==> src/rtl/apu_pkg.sv <==
// rtl/apu_pkg.sv - frame sequencer mode type, per-step action masks and step length helper.
package apu_pkg;

    typedef enum logic {
        MODE_4STEP = 1'b0,
        MODE_5STEP = 1'b1
    } frame_mode_t;

    // One bit per step index, bit n = action taken when step n's period ends.
    localparam logic [4:0] Q_MASK_4   = 5'b01111;
    localparam logic [4:0] H_MASK_4   = 5'b01010;
    localparam logic [4:0] IRQ_MASK_4 = 5'b01000;
    localparam logic [4:0] Q_MASK_5   = 5'b10111;
    localparam logic [4:0] H_MASK_5   = 5'b10010;

    localparam logic [2:0] LAST_STEP_4 = 3'd3;
    localparam logic [2:0] LAST_STEP_5 = 3'd4;

    function automatic int step_cycles(input int clk_hz, input int step_hz);
        return clk_hz / step_hz;
    endfunction

endpackage

==> src/rtl/frame_prescaler.sv <==
// rtl/frame_prescaler.sv - modulo-STEP_CYCLES counter flagging the last cycle of each step.
module frame_prescaler #(
    parameter int STEP_CYCLES = 7457
) (
    input  logic clk,
    input  logic rst_n,
    input  logic clear,
    output logic wrap
);

    localparam int CW = (STEP_CYCLES > 1) ? $clog2(STEP_CYCLES) : 1;
    localparam logic [CW-1:0] LAST = CW'(STEP_CYCLES - 1);

    logic [CW-1:0] count_q, count_d;

    assign wrap = (count_q == LAST);

    always_comb begin
        count_d = count_q + CW'(1);
        if (clear || wrap) begin
            count_d = '0;
        end
    end

    always_ff @(posedge clk or negedge rst_n) begin
        if (!rst_n) begin
            count_q <= '0;
        end else begin
            count_q <= count_d;
        end
    end

endmodule

==> src/rtl/frame_sequencer.sv <==
// rtl/frame_sequencer.sv - APU frame counter: 4/5-step sequencing, quarter/half-frame strobes.
// Define FRAME_IRQ_EN to build the frame interrupt flag, irq_inhibit bit and irq_ack.
module frame_sequencer
    import apu_pkg::*;
#(
    parameter int CLK_HZ  = 1_789_773,
    parameter int STEP_HZ = 240
) (
    input  logic       clk,
    input  logic       rst_n,
    input  logic [7:0] reg_4017,
    input  logic       reg_event,
    input  logic       irq_ack,
    output logic       enable_240hz,
    output logic       enable_120hz,
    output logic       frame_irq
);

    localparam int STEP_CYCLES = step_cycles(CLK_HZ, STEP_HZ);

    frame_mode_t mode_q, mode_d;
    logic [2:0]  step_q, step_d;
    logic        q_q, q_d;
    logic        h_q, h_d;
    logic        irq_set;
    logic        wrap;
    logic        unused_bits;
    frame_mode_t new_mode;

    assign new_mode = frame_mode_t'(reg_4017[7]);

    frame_prescaler #(.STEP_CYCLES(STEP_CYCLES)) u_prescaler (
        .clk   (clk),
        .rst_n (rst_n),
        .clear (reg_event),
        .wrap  (wrap)
    );

    // A register write overrides a coincident wrap: its step actions are dropped.
    always_comb begin
        mode_d  = mode_q;
        step_d  = step_q;
        q_d     = 1'b0;
        h_d     = 1'b0;
        irq_set = 1'b0;
        if (reg_event) begin
            mode_d = new_mode;
            step_d = 3'd0;
            if (new_mode == MODE_5STEP) begin
                q_d = 1'b1;
                h_d = 1'b1;
            end
        end else if (wrap) begin
            if (mode_q == MODE_5STEP) begin
                q_d    = Q_MASK_5[step_q];
                h_d    = H_MASK_5[step_q];
                step_d = (step_q >= LAST_STEP_5) ? 3'd0 : step_q + 3'd1;
            end else begin
                q_d     = Q_MASK_4[step_q];
                h_d     = H_MASK_4[step_q];
                irq_set = IRQ_MASK_4[step_q];
                step_d  = (step_q >= LAST_STEP_4) ? 3'd0 : step_q + 3'd1;
            end
        end
    end

    always_ff @(posedge clk or negedge rst_n) begin
        if (!rst_n) begin
            mode_q <= MODE_4STEP;
            step_q <= 3'd0;
            q_q    <= 1'b0;
            h_q    <= 1'b0;
        end else begin
            mode_q <= mode_d;
            step_q <= step_d;
            q_q    <= q_d;
            h_q    <= h_d;
        end
    end

    assign enable_240hz = q_q;
    assign enable_120hz = h_q;

`ifdef FRAME_IRQ_EN
    logic irq_q, irq_d;
    logic irq_inhibit_q, irq_inhibit_d;

    // Clear sources are applied first so a same-cycle set takes priority.
    always_comb begin
        irq_inhibit_d = reg_event ? reg_4017[6] : irq_inhibit_q;
        irq_d         = irq_q;
        if (irq_ack || (reg_event && reg_4017[6])) begin
            irq_d = 1'b0;
        end
        if (irq_set && !irq_inhibit_q) begin
            irq_d = 1'b1;
        end
    end

    always_ff @(posedge clk or negedge rst_n) begin
        if (!rst_n) begin
            irq_q         <= 1'b0;
            irq_inhibit_q <= 1'b0;
        end else begin
            irq_q         <= irq_d;
            irq_inhibit_q <= irq_inhibit_d;
        end
    end

    assign frame_irq   = irq_q;
    assign unused_bits = ^reg_4017[5:0];
`else
    assign frame_irq   = 1'b0;
    assign unused_bits = ^{reg_4017[6:0], irq_ack, irq_set};
`endif

endmodule

==> config.mk <==
export PLATFORM = sky130hd
export DESIGN_NAME = frame_sequencer
export DESIGN_NICKNAME = d
export VERILOG_FILES = /design/src/rtl/apu_pkg.sv /design/src/rtl/frame_prescaler.sv /design/src/rtl/frame_sequencer.sv
export SDC_FILE = /design/constraint.sdc
export NUM_CORES = 1
export LEC_CHECK = 0
export ABC_AREA = 1
export CELL_PAD_IN_SITES_DETAIL_PLACEMENT = 1
export CELL_PAD_IN_SITES_GLOBAL_PLACEMENT = 1
export CORE_MARGIN = 2
export CORE_UTILIZATION = 39
export DETAILED_ROUTE_END_ITERATION = 6
export PLACE_DENSITY_LB_ADDON = 0.2
export SLEW_MARGIN = 5
export SYNTH_ARGS = -nofsm -noshare
export SYNTH_HDL_FRONTEND = slang
export SYNTH_HIERARCHICAL = 1
export SYNTH_SLANG_ARGS = --single-unit
==> constraint.sdc <==
create_clock -name clk -period 1.8 [get_ports clk]
set_input_delay 0.36 -clock clk [delete_from_list [all_inputs] [get_ports clk]]
set_output_delay 0.36 -clock clk [all_outputs]
set_load 0.01 [all_outputs]
==> flow_summary_export.csv <==
group,metric,value,unit
status,status,"complete, no violations",
grt,antenna_found_initial,0,
worst_setup_path,crit_top_cell,"nand2_1",
synthesis,synth_top_cell_by_area,"dfrtp_1",
synthesis,seq_area_frac_synth,0.419,
clock_tree,cts_buffers,3,
hold_path,hold_path.class,"input port to async pin",
drt,vias_per_cell,4.99,
synthesis,synth_top_area_frac,0.419,
worst_setup_path,path_delay_family,"simple AND/OR/NAND/NOR gates",
drt,drc_errors,0,
clock_tree,cts_hold_buf,0,
layout,fin_util,0.451,
grt,grt-ovfl-total,0,
timing,slew_viol_final,0,
worst_setup_path,critPathRequiredTime,2040,ps
die,rows,19,
grt,grt_max_degree,20,
placement,io_buffers,5,
worst_setup_path,crit_path_end_kind,"flop",
synthesis,synthTopCellsByArea,"dfrtp_1 (42%), nand2_1 (15%), nor2_1 (9.9%)",
layout,layout.cells.non_filler,196,
placement,gp_congestion,0.768,
worst_setup_path,worstPathArrival,1770,ps
die,dieArea,0.00336,mm2
synthesis,synth_cell_types,20,
pwr,p_leak,0.569,nW
placement,place_ws,175,ps
placement,dp_cells,192,
layout,final_cell_mix,"nand2_1 (44), nor2_1 (30), inv_1 (20)",
drt,num_vias,979,
grt,grt_pass1_vias,1062,
synthesis,syn_inst,157,
clock_tree,cts.clk_slew.worst_paths,120,ps
pwr,powerDensity,593,mW/mm2
pwr,ir_drop,296,uV
timing,fin_crit,1530,ps
grt,grt.total_usage,0.183,
drt,wl_per_cell,13.2,um
clock_tree,cts_num_sinks,19,
worst_setup_path,crit_fanout,4,
die,die_h,58.0,um
timing,period_share,0.847,
synthesis,syn_area_per_cell,7.24,um2
timing,fmax,656,MHz
synthesis,ys_ff_latch,19,
synthesis,synth_nets,175,
clock_tree,post_cts_buffers,0,
clock_tree,cts_resized,0,
timing,clock_skew,2.09,ps
worst_setup_path,worstSetupPathType,"flop to flop",
worst_setup_path,crit_chain,"inv_1 -> nand2_1 -> nor2_1 -> nand2_1 -> nor3_2 -> nand2_1 -> nor2_1 -> nand3_1 -> nand2_1",
timing,hold_viol_final,0,
die,initial_utilization,0.412,
timing,rsz0062_at_grt,"false",
layout,final_common_cell,"nand2_1",
clock_tree,cts_tree,"done",
synthesis,syn_area,0.00114,mm2
clock_tree,root_buffer,"clkbuf_4",
clock_tree,cts_htree_levels,1,
clock_tree,clock_path_buffers,2,
worst_setup_path,cp_slowest_stage_delay,420,ps
drt,drt_iter0_drc,28,
placement,hpwl,2030,um
die,chipWidth,58.0,um
timing,setup_slack,275,ps
flow_run,max_cap_viol_count,0,
layout,syn2layout_area_growth,9.58,%
die,io_pins,15,
timing,setup-tns-final,0,ps
worst_setup_path,start_kind,"flop",
synthesis,ys_warn_count,6,
worst_setup_path,path_buf_inv,1,
drt,dr.pass1.iters,3,
clock_tree,clock_latency,300,ps
die,coreArea,0.00276,mm2
timing,finalSetupViolations,0,
layout,drive_gt1_frac,0.0848,
grt,grt_pass1_wl,4690,um
worst_setup_path,crit_path_top_delay_cell,"dfrtp_1",
layout,insertedDiodeCount,0,
layout,nNetsFinal,184,
drt,wirelength,2580,um
drt,ant_nets,0,
==> where the power goes <==
part           leakage (nW)  switching, mW  internal, mW  total [mW]
clock                0.0150          0.140        0.0862       0.227
sequential            0.259         0.0108         0.436       0.447
combinational         0.295         0.0404        0.0243      0.0647
==> layout make-up <==
| type | instances | area (um2) |
|---|---|---|
| tap | 31 | 38.8 |
| fill | 366 | 1510 |
| multi-input combinational | 114 | 564 |
| timing repair buffer | 6 | 57.6 |
| inverter | 22 | 82.6 |
| clock buffer | 4 | 26.3 |
| sequential | 19 | 475 |
==> cell families (layout without fill, tap and decap cells) <==
logic type | Yosys count | count (layout) | share of synthesized area
DFF | 19 | 19 | 0.419
xor gates and xnor gates | 5 | 5 | 0.0386
and+or+nand+nor | 94 | 94 | 0.349
adders and majority gates | 6 | 6 | 0.0661
other | 1 | 1 | 0.00330
buffers and inverters | 24 | 32 | 0.0892
AOI/OAI and AO/OA | 8 | 8 | 0.0352
==> worst register-to-register path, cell delays in order, from the launching register on <==
cell	delay (ps)
dfrtp_1	420
inv_1	120
nand2_1	60
nor2_1	180
nand2_1	90
nor3_2	180
nand2_1	140
nor2_1	120
nand3_1	90
nand2_1	70
==> synth_stat cells <==
library cell,n
nand4_1,2
buf_6,1
nand3_1,9
o21ai_1,5
nor3_1,2
ha_1,6
nor2_1,30
nand2_2,2
nand3_2,2
buf_4,1
inv_1,20
a21oi_1,1
xnor2_1,2
o21ai_0,2
inv_2,2
nor2_2,3
nand2_1,44
dfrtp_1,19
conb_1,1
xor2_1,3
==> state kept, by name, indices dropped and copies added (netlist names) <==
| register | cells |
|---|---|
| enable_240hz | 1 |
| mode_q | 1 |
| enable_120hz | 1 |
| step_q | 3 |
| u_prescaler/count_q | 13 |
==> metal layers <==
layer  vias up  global-route usage  wire length, um
met2         6               0.338             1380
met1       477               0.216             1150
li1        494                   -                -
met3         2              0.0134               34
met4         0              0.0797               27
met5         -                   0                0
==> per-stage QoR <==
stage / area (um2) / total power, mW / hold WS [ps]
finish: 1240 / 0.739 / 388
detailed placement: 1210 / 0.521 / 549
global placement: 1210 / 0.518 / 500
CTS: 1240 / 0.750 / 385
floorplan: 1140 / 0.491 / 64.4
global route: 1240 / 0.779 / 394
==> worst paths after layout <==
| kind | end | cells after the start | from | slack [ps] |
|---|---|---|---|---|
| worst min register to register | u_prescaler/count_q[0] | 1 | u_prescaler/count_q[0] | 560 |
| worst min-delay path | u_prescaler/count_q[4] | 2 | rst_n | 390 |
| max in group asynchronous | enable_120hz | 2 | rst_n | 1210 |
| min in group clk | u_prescaler/count_q[0] | 1 | u_prescaler/count_q[0] | 560 |
| worst max register to register | step_q[2] | 9 | u_prescaler/count_q[9] | 270 |
| worst max-delay path | step_q[2] | 9 | u_prescaler/count_q[9] | 270 |
Note: power is estimated with default switching activity, not from simulation.
